### src/rtl/dq_rx_pkg.sv
// Shared types and constants for the DQ read-path alignment stage.
package dq_rx_pkg;

    localparam int unsigned DQ_LANES              = 8;
    localparam int unsigned OFF_W                 = 3;
    localparam logic [7:0]  TRAIN_PATTERN_DEFAULT = 8'hA5;

    typedef enum logic [2:0] {
        ST_IDLE,
        ST_SEARCH,
        ST_LOCKED,
        ST_READ,
        ST_FAIL
    } dq_rx_state_t;

endpackage

### src/rtl/dq_lane_align.sv
// Per-lane bit aligner: previous-word window, pattern search, match counting
// and the trained offset that realigns the lane's serial stream.
module dq_lane_align
    import dq_rx_pkg::*;
#(
    parameter logic [7:0]  TRAIN_PATTERN = TRAIN_PATTERN_DEFAULT,
    parameter int unsigned MATCH_COUNT   = 4
) (
    input  logic             clk,
    input  logic             rst_n,
    input  logic [7:0]       lane_in,
    input  logic             search,
    input  logic             clear,
    output logic [7:0]       aligned,
    output logic             lock_next,
    output logic [OFF_W-1:0] offset
);

    localparam int unsigned CNT_W = $clog2(MATCH_COUNT + 1);

    logic [7:0]       prev;
    logic [15:0]      window;
    logic             hit_any;
    logic [OFF_W-1:0] cand;
    logic [OFF_W-1:0] last_cand;
    logic [CNT_W-1:0] match_cnt;
    logic [CNT_W-1:0] match_cnt_nxt;
    logic             lane_locked;
    logic             lock_now;

    // Bit 0 is the earliest sample, so the older word sits in the low half.
    assign window  = {lane_in, prev};
    assign aligned = window[{1'b0, offset} +: 8];

    always_comb begin
        hit_any = 1'b0;
        cand    = '0;
        for (int unsigned o = 0; o < 8; o++) begin
            if (!hit_any && window[o +: 8] == TRAIN_PATTERN) begin
                hit_any = 1'b1;
                cand    = OFF_W'(o);
            end
        end
    end

    always_comb begin
        if (!hit_any)
            match_cnt_nxt = '0;
        else if (match_cnt != '0 && cand == last_cand)
            match_cnt_nxt = match_cnt + 1'b1;
        else
            match_cnt_nxt = CNT_W'(1);
    end

    assign lock_now  = search && !lane_locked && (match_cnt_nxt == CNT_W'(MATCH_COUNT));
    assign lock_next = lane_locked || lock_now;

    always_ff @(posedge clk or negedge rst_n) begin
        if (!rst_n) begin
            prev        <= '0;
            match_cnt   <= '0;
            last_cand   <= '0;
            lane_locked <= 1'b0;
            offset      <= '0;
        end else begin
            prev <= lane_in;
            if (clear) begin
                match_cnt   <= '0;
                lane_locked <= 1'b0;
            end else if (search && !lane_locked) begin
                match_cnt <= match_cnt_nxt;
                last_cand <= cand;
                if (lock_now) begin
                    lane_locked <= 1'b1;
                    offset      <= cand;
                end
            end
        end
    end

endmodule

### src/rtl/dq_rx_align.sv
// DQ read-path aligner: trains per-lane offsets, transposes lanes into bus
// bytes and delivers counted read bursts as full-width words.
module dq_rx_align
    import dq_rx_pkg::*;
#(
    parameter int unsigned LANES         = DQ_LANES,
    parameter logic [7:0]  TRAIN_PATTERN = TRAIN_PATTERN_DEFAULT,
    parameter int unsigned MATCH_COUNT   = 4,
    parameter int unsigned TIMEOUT       = 1024,
    parameter int unsigned LEN_W         = 16
) (
    input  logic                   clk_div_in,
    input  logic                   reset_n,
    input  logic [LANES*8-1:0]     rx_samples,
    input  logic                   train_start,
    input  logic                   rd_start,
    input  logic [LEN_W-1:0]       rd_words,
    output logic [LANES*8-1:0]     rx_data,
    output logic                   rx_valid,
    output logic                   rd_done,
    output logic                   locked,
    output logic                   train_fail,
    output logic [LANES*OFF_W-1:0] lane_offset
);

    localparam int unsigned TMO_W = $clog2(TIMEOUT + 1);

    dq_rx_state_t       state;
    dq_rx_state_t       state_nxt;
    logic [LANES*8-1:0] aligned;
    logic [LANES*8-1:0] bus_word;
    logic [LANES-1:0]   lock_next;
    logic [TMO_W-1:0]   tmo_cnt;
    logic [LEN_W-1:0]   words_left;
    logic               search;
    logic               train_go;
    logic               rd_go;
    logic               all_lock;
    logic               tmo_hit;
    logic               valid_nxt;
    logic               done_nxt;
    logic               locked_nxt;
    logic               fail_nxt;

    assign search   = (state == ST_SEARCH);
    assign train_go = train_start && (state == ST_IDLE || state == ST_LOCKED || state == ST_FAIL);
    assign rd_go    = rd_start && !train_start && (state == ST_LOCKED);
    assign all_lock = &lock_next;
    assign tmo_hit  = search && (tmo_cnt == TMO_W'(TIMEOUT - 1));

    for (genvar i = 0; i < LANES; i++) begin : g_lane
        dq_lane_align #(
            .TRAIN_PATTERN (TRAIN_PATTERN),
            .MATCH_COUNT   (MATCH_COUNT)
        ) u_lane (
            .clk       (clk_div_in),
            .rst_n     (reset_n),
            .lane_in   (rx_samples[i*8 +: 8]),
            .search    (search),
            .clear     (train_go),
            .aligned   (aligned[i*8 +: 8]),
            .lock_next (lock_next[i]),
            .offset    (lane_offset[i*OFF_W +: OFF_W])
        );
    end

    always_comb begin
        bus_word = '0;
        for (int unsigned k = 0; k < 8; k++)
            for (int unsigned i = 0; i < LANES; i++)
                bus_word[k*LANES + i] = aligned[i*8 + k];
    end

    always_ff @(posedge clk_div_in or negedge reset_n) begin
        if (!reset_n) state <= ST_IDLE;
        else          state <= state_nxt;
    end

    // The rd_start cycle already captures the first word, so READ only
    // covers the remaining rd_words-1 cycles.
    always_comb begin
        state_nxt = state;
        case (state)
            ST_IDLE, ST_FAIL: if (train_go) state_nxt = ST_SEARCH;
            ST_LOCKED: begin
                if (train_go)
                    state_nxt = ST_SEARCH;
                else if (rd_go && rd_words > LEN_W'(1))
                    state_nxt = ST_READ;
            end
            ST_SEARCH: begin
                if (all_lock)     state_nxt = ST_LOCKED;
                else if (tmo_hit) state_nxt = ST_FAIL;
            end
            ST_READ: if (words_left == LEN_W'(1)) state_nxt = ST_LOCKED;
            default: state_nxt = ST_IDLE;
        endcase
    end

    always_comb begin
        valid_nxt  = 1'b0;
        done_nxt   = 1'b0;
        locked_nxt = locked;
        fail_nxt   = train_fail;
        case (state)
            ST_SEARCH: begin
                if (all_lock)     locked_nxt = 1'b1;
                else if (tmo_hit) fail_nxt   = 1'b1;
            end
            ST_LOCKED: begin
                if (rd_go) begin
                    valid_nxt = (rd_words != '0);
                    done_nxt  = (rd_words == '0) || (rd_words == LEN_W'(1));
                end
            end
            ST_READ: begin
                valid_nxt = 1'b1;
                done_nxt  = (words_left == LEN_W'(1));
            end
            default: ;
        endcase
        if (train_go) begin
            locked_nxt = 1'b0;
            fail_nxt   = 1'b0;
        end
    end

    always_ff @(posedge clk_div_in or negedge reset_n) begin
        if (!reset_n) begin
            rx_data    <= '0;
            rx_valid   <= 1'b0;
            rd_done    <= 1'b0;
            locked     <= 1'b0;
            train_fail <= 1'b0;
            tmo_cnt    <= '0;
            words_left <= '0;
        end else begin
            rx_data    <= bus_word;
            rx_valid   <= valid_nxt;
            rd_done    <= done_nxt;
            locked     <= locked_nxt;
            train_fail <= fail_nxt;
            if (train_go)
                tmo_cnt <= '0;
            else if (search && tmo_cnt != TMO_W'(TIMEOUT))
                tmo_cnt <= tmo_cnt + 1'b1;
            if (rd_go)
                words_left <= rd_words - 1'b1;
            else if (state == ST_READ)
                words_left <= words_left - 1'b1;
        end
    end

endmodule
### config.mk
export PLATFORM = sky130hd
export DESIGN_NAME = dq_rx_align
export DESIGN_NICKNAME = d
export VERILOG_FILES = /design/src/rtl/dq_rx_pkg.sv /design/src/rtl/dq_lane_align.sv /design/src/rtl/dq_rx_align.sv
export SDC_FILE = /design/constraint.sdc
export NUM_CORES = 1
export LEC_CHECK = 0
export CAP_MARGIN = 20
export CORE_MARGIN = 2
export CORE_UTILIZATION = 56
export CTS_CLUSTER_SIZE = 14
export DETAILED_ROUTE_END_ITERATION = 16
export MAX_ROUTING_LAYER = met4
export PLACE_DENSITY = 0.81
export SYNTH_ARGS = -nofsm -noshare
export SYNTH_HDL_FRONTEND = slang
export SYNTH_SLANG_ARGS = --single-unit
### constraint.sdc
create_clock -name clk_div_in -period 3.6 [get_ports clk_div_in]
set_input_delay 0.9 -clock clk_div_in [delete_from_list [all_inputs] [get_ports clk_div_in]]
set_output_delay 0.9 -clock clk_div_in [all_outputs]
set_load 0.01 [all_outputs]
Yosys cells after proc, flatten, opt, wreduce, memory -nomap -nowiden
Index checks and enable logic that the tools add are counted.

storage, ports and cells
  output and inout bits = 92
  input bits = 84
  logic and storage cells = 583
  bits in registers = 242

operators by class
  reductions and logical operators = 223
  bitwise operators = 1
  $add $sub $neg = 11
  multiplexer cells = 198
  shift operators = 8
  equality and inequality tests = 93
  order comparisons = 1

operators by type and width
  kind                     number
  $eq A8 B8 Y1 const B     64
  $mux W3                  70
  $shiftx A16 B4 Y8        8
  $mux W1                  105
  $logic_and A1 B1 Y1      86
  $logic_not A1 Y1         65
  $reduce_bool A2 Y1       21
  $reduce_and A2 Y1        17
  $eq A16 B1 Y1 const B    2
  $mux W16                 2
  $mux W2                  16
  $sub A16 B1 Y16 const B  2
  $eq A3 B3 Y1 const B     9
  $reduce_and A3 Y1        9
  $add A3 B1 Y3 const B    8
  $eq A3 B3 Y1             8
  $reduce_bool A3 Y1       8
  $mux W11                 2
  $gt A16 B1 Y1 const B    1
  $logic_not A16 Y1        1
  $reduce_bool A16 Y1      1
  $pmux W3 S4              1
  $add A11 B1 Y11 const B  1
  $eq A11 B10 Y1 const B   1
  other kinds (14)         27

Logic depth before layout (Yosys ltp)
  word-level depth = 34
  mapped depth = 11
  gate-level depth less buffers = 10

Cells and area by module
Synthesis repeated with hierarchy kept, for this count alone.

second synthesis, totals
  cell total of the unflattened synthesis = 1417
  area total of the unflattened synthesis = 14472.6 um2

modules (own cells, without submodules)
  module                                area each (um2)  instances  cells each  sequential area each (um2)
  dq_lane_align (g_lane[0].u_lane ...)  1346.3           6          140         450.4
  dq_rx_align                           3721.1           1          302         2452.4
  dq_lane_align (g_lane[6].u_lane)      1337.5           1          139         450.4
  dq_lane_align (g_lane[7].u_lane)      1336.3           1          136         450.4

Worst setup path after synthesis
No wires, ideal clock.

  path type = input port to flip-flop
  start point = in rx_samples[16]
  end point = reg state[0]
  path slack = 90 ps
  library setup time = 120 ps
  data required time = 3480 ps
  path buffers = 0
  arrival time = 3391 ps
  stages on the path = 9
  path through = nor4bb_1 -> o21ai_0 -> o41ai_1 -> xor2_1 -> a2111oi_1 -> a31oi_1 -> a21oi_1 -> nand3_2 -> a31o_1

on the way
  word-level cells in the longest chain between the ends = 31
  elaborated cells on any way between the ends = 46
  those cells by class = eq/ne: 10; mux: 18; reduce/logical: 18

ends and longest elaborated chain
  element                                                            line                 text
  start, declared                                                    dq_rx_align.sv:14    input logic [LANES*8-1:0] rx_samples,
  $eq A8 B8 Y1                                                       dq_lane_align.sv:39  if (!hit_any && window[o +: 8] == TRAIN_PATTERN) begin
  $logic_and A1 B1 Y1                                                dq_lane_align.sv:39
  $mux W1                                                            dq_lane_align.sv:39
  $logic_not A1 Y1                                                   dq_lane_align.sv:39
  $logic_and A1 B1 Y1                                                dq_lane_align.sv:39
  $mux W1                                                            dq_lane_align.sv:39
  $logic_not A1 Y1                                                   dq_lane_align.sv:39
  $logic_and A1 B1 Y1                                                dq_lane_align.sv:39
  [... 15 more ...]                                                  n/a
  $mux W3                                                            dq_lane_align.sv:49  else if (match_cnt != '0 && cand == last_cand)
  $mux W3 (*)                                                        dq_lane_align.sv:47  if (!hit_any)
  $eq A3 B3 Y1 (*)                                                   dq_lane_align.sv:55  assign lock_now = search && !lane_locked && (match_cnt_nxt == CNT_W'(MATCH_COUNT));
  $logic_and A1 B1 Y1 (*)                                            dq_lane_align.sv:55
  $logic_or A1 B1 Y1 (*)                                             dq_lane_align.sv:56  assign lock_next = lane_locked || lock_now;
  $reduce_and A8 Y1 (*)                                              dq_rx_align.sv:48    assign all_lock = &lock_next;
  $ne A3 B3 Y1 (no source line) or $mux W3 (tied branches)           n/a
  $reduce_and A4 Y1 (no source line) or $pmux W3 S4 (tied branches)  n/a
  end signal, assigned                                               dq_rx_align.sv:76    else state <= state_nxt;
  end, declared                                                      dq_rx_align.sv:28    dq_rx_state_t state;

Every way passes the cells marked *; elsewhere a longest branch is shown, timed or not.
A chain may end at the register's enable or synchronous reset.

Worst setup path after layout
  start point = in rx_samples[34]
  end point = reg state[0]

on the way
  word-level cells in the longest chain between the ends = 25
  elaborated cells on any way between the ends = 36
  those cells by class = eq/ne: 8; mux: 14; reduce/logical: 14

ends and longest elaborated chain
  element                                                            line
  $eq A8 B8 Y1                                                       dq_lane_align.sv:39
  $logic_and A1 B1 Y1                                                dq_lane_align.sv:39
  $mux W1                                                            dq_lane_align.sv:39
  $logic_not A1 Y1                                                   dq_lane_align.sv:39
  $logic_and A1 B1 Y1                                                dq_lane_align.sv:39
  $mux W1                                                            dq_lane_align.sv:39
  $logic_not A1 Y1                                                   dq_lane_align.sv:39
  $logic_and A1 B1 Y1                                                dq_lane_align.sv:39
  [... 9 more ...]                                                   n/a
  $mux W3                                                            dq_lane_align.sv:49
  $mux W3 (*)                                                        dq_lane_align.sv:47
  $eq A3 B3 Y1 (*)                                                   dq_lane_align.sv:55
  $logic_and A1 B1 Y1 (*)                                            dq_lane_align.sv:55
  $logic_or A1 B1 Y1 (*)                                             dq_lane_align.sv:56
  $reduce_and A8 Y1 (*)                                              dq_rx_align.sv:48
  $ne A3 B3 Y1 (no source line) or $mux W3 (tied branches)           n/a
  $reduce_and A4 Y1 (no source line) or $pmux W3 S4 (tied branches)  n/a

Marks and branches as above.

==> key figures <==
Timing
  • Final hold slack: 0.294 ns
  • Max_slew headroom: 53.9%
  • Total Neg Setup Slack: 0 ns
  • Setup-failing EPs final: 0
  • Fin crit share: 97.1%
  • Setup Skew: 0.0114 ns
  • Fin crit period: 3.50 ns
  • Final hold violations: 0
  • Max Slew Vio Count: 0
  • Worst-margin pin slew: 0.691 ns
  • RSZ-0062 raised after global routing: false
  • Max Clk Rate: 286 MHz

Clock network
  • Hold Buf Count CTS: 0
  • Clock latency on the worst-skew pair: 0.54 ns
  • CTS tree: done
  • Num CTS Buffers: 27
  • Htree depth: 1
  • CTS root buffer: clkbuf_16
  • Clock Path Buffers: 3
  • Clock sinks: 242
  • Clk slew on worst S/H paths: 0.06 ns

Layout
  • Area delta synth->final: 29.1%
  • Seq. cell area: 6060 µm²
  • Ant diodes: 0
  • Fraction of layout cells with a size suffix above 1: 18.3%
  • Fill count: 1,764
  • Final nets: 1,788
  • Multi-input gate area: 7470 µm²

Critical path
  • Flop2flop setup slack: 0.46 ns
  • CP max FO: 6
  • FF-to-FF path depth: 10
  • Worst path required time: 4.03 ns
  • Worst Setup End Kind: flip-flop
  • Worst r2r dst: state[0]
  • CP Class: input pin to flip-flop
  • CP cell instances: clkdlybuf4s50_1, and4bb_4, o21ai_0, a2111oi_0, o21bai_2, nand4_2, or4_4, a2111oi_4, nand3_2, a31o_1
  • Reg2reg start: g_lane[0].u_lane.prev[5]
  • CP max stage cell: or4_4
  • Critical path's largest stage delay: 0.53 ns
  • Startpoint Class: input pin
  • CP arrival: 3.92 ns

Power
  • Logic pwr share: 13.8%
  • Design internal power: 0.00510 W
  • Clock network power share: 42.0%
  • Register share of total power: 44.2%
  • Pleak: 7.58 nW
  • VDD IR max: 0.343 mV
  • Sw power: 0.00175 W
  • Sw Ratio: 25.5%
  • Pwr per Cell Area: 382 nW/µm²

Die
  • Die Span Y: 161 µm
  • Row cnt: 57
  • Core Area: 24,300 µm²
  • I/O Pins: 176
  • Starting Density: 57.0%
  • Chip width: 161 µm
  • Die footprint: 26,000 µm²

Yosys
  • Count of cell types in the netlist: 90
  • Post-synth EDFFs: 0
  • Seq/Total Area, Yosys: 43.7%
  • Predominant post-synthesis flop cell: dfrtp_1
  • Ys Warns: 0
  • Seq cells post-synth: 242
  • Mapped cell area: 13,900 µm²
  • Synth area leaders: dfrtp_1 (44%), mux2i_1 (5.2%), nand2_1 (4.5%), o21ai_0 (3.5%), mux4_2 (3.4%)
  • Fraction of registers with async set/reset: 100%
  • Cell taking the most area after synthesis: dfrtp_1
  • Net Count, Synth: 1,499
  • Synthesized area per cell: 9.95 µm²
  • Post-Syn Instances: 1,393
  • Top cell type's share of synthesized area: 43.7%

Route
  • DRC marker count from the first detailed-route iteration: 774
  • Total wire length: 32,400 µm
  • Drt drc: 0
  • Final antenna-violating net count: 0
  • Drt pass-1 iters: 5
  • Via count: 11,800
  • Vias/cell: 5.83
  • WL per Instance: 16.0 µm

Global route
  • First-pass GRT wire length: 55,200 µm
  • All-Layer GR Usage: 25.8%
  • Vias in the first global route: 11,800
  • Largest net degree at the start of global routing: 65
  • Initial antenna violation count: 0
  • GRT Residual Overflow: 0

Worst hold path
  • Type of the worst min-delay path: input pin to async pin

Placed design
  • I/O Buffers: 175
  • HPWL after DPL: 23,300 µm
  • GP Congestion: 0.899

Job
  • # Max-Cap Violations: 0

Outcome
  • Status: completed
[worst max-delay path, delay by kind of cell]
family          cells  cell delay (ns)
simple gates        4             1.20
compound gates      5             1.32
buf+inv             1             0.50
[cells in the mapped netlist, types with 10 or more instances]
cell type / count
xor2_1: 24
o21ai_1: 12
ha_1: 22
nor3_1: 18
mux4_2: 21
nor2_1: 124
o21ai_0: 97
and4bb_2: 18
buf_1: 10
nor2b_1: 11
a31oi_1: 13
o211ai_1: 13
mux2_2: 40
dfrtp_1: 242
nor4bb_1: 43
a22oi_1: 10
a21oi_1: 80
nor4_1: 11
clkbuf_1: 41
mux2i_1: 72
inv_1: 52
nand2_1: 165
o21a_1: 11
nand3_1: 28
xnor2_1: 25
a22o_1: 15
[kinds of logic (layout without fill, tap and decap cells)]
kind of cell	Yosys count	count (layout)	synth area share, %
simple gates	501	501	20.5
compound gates	338	338	15.8
fa+ha+maj	22	22	1.99
xor+xnor	50	50	3.21
mux	134	134	11.9
flops	242	242	43.7
buf+inv	106	415	2.88
[cell type report]
| cell class | instances | share of cell area (%) |
|---|---|---|
| well taps | 324 | 2.26 |
| flip-flops and latches | 242 | 33.8 |
| clock inverters | 15 | 1.10 |
| clock buffers | 34 | 4.15 |
| repair buffers | 312 | 15.8 |
| multi-input cells | 1045 | 41.8 |
| inverters | 54 | 1.13 |
[per-layer routing]
layer,share of wire (%),GRT usage (%)
met1,44,33.1
met2,50,43.5
met3,4.4,3.67
met4,1.6,6.09
met5,0,-
[worst max-delay path by stage]
stage,startpoint,end,cells after the start
floorplan,rx_samples[16],state[0],9
global placement,rx_samples[1],state[0],11
detailed placement,rx_samples[0],state[0],11
CTS,rx_samples[1],state[0],11
global route,rx_samples[24],state[0],11
finish,rx_samples[34],state[0],10
[per-stage QoR]
| stage | instances | worst slack (ns) | power (W) | util [%] | cell area (µm²) |
|---|---|---|---|---|---|
| after global placement | 1977 | -0.476 | 0.00397 | 69.4 | 16900 |
| final | 2026 | 0.104 | 0.00684 | 73.6 | 17900 |
| after floorplan | 1393 | 0.0898 | 0.00352 | - | 13900 |
| after global routing | 2026 | 0.000323 | 0.00714 | 73.6 | 17900 |
| after CTS | 2026 | 0.0138 | 0.00689 | 73.3 | 17800 |
| after detailed placement | 1977 | -0.565 | 0.00401 | 69.4 | 16900 |
[sequential cells by signal (all words and copies together), names as in the netlist]
register and cells:
g_lane.u_lane.match_cnt 24, g_lane.u_lane.lane_locked 8, rd_done 1, g_lane.u_lane.offset 24, train_fail 1, words_left 16, tmo_cnt 11, state 3
g_lane.u_lane.prev 64, rx_valid 1, g_lane.u_lane.last_cand 24, locked 1, rx_data 64
[power by group through the flow]
stage	combinational, W	sequential (W)	clock [W]
after floorplan	0.000468	0.00305	0
after global placement	0.000909	0.00306	0
after detailed placement	0.000936	0.00307	0
after CTS	0.000946	0.00302	0.00292
after global routing	0.00105	0.00305	0.00305
final	0.000946	0.00303	0.00287
[repair_timing]
action / CTS / global route
endpoints found under the setup margin: 1 / 5
endpoints found under the hold margin: 0 / 0
pin swaps: 0 / 2
cloned: 0 / 0
gates resized for setup: 1 / 13
setup buffers: 0 / 0
[cells in the final DEF (no fill, tap or decap), types with 7 or more instances in the layout]
master	instances
nand4bb_1	8
clkdlybuf4s50_1	169
o21ai_1	12
nor2b_1	11
o21ai_0	97
xor2_1	24
o21a_1	11
nor2_1	124
nand2_1	165
nor4_1	11
nand3_1	28
a31o_2	8
or3_1	9
mux2_2	40
clkbuf_16	27
and2_1	9
a21oi_1	79
a22o_1	15
inv_1	52
mux4_2	21
and4bb_1	9
ha_1	22
or2_2	7
nor4bb_1	40
mux2i_1	72
xnor2_1	25
o211ai_1	13
buf_4	135
nand2b_1	8
a32oi_1	7
clkinv_2	7
a31oi_1	12
a22oi_1	10
nor3_1	18
dfrtp_1	242
and4bb_2	18
Note: power is estimated with default switching activity, not from simulation.
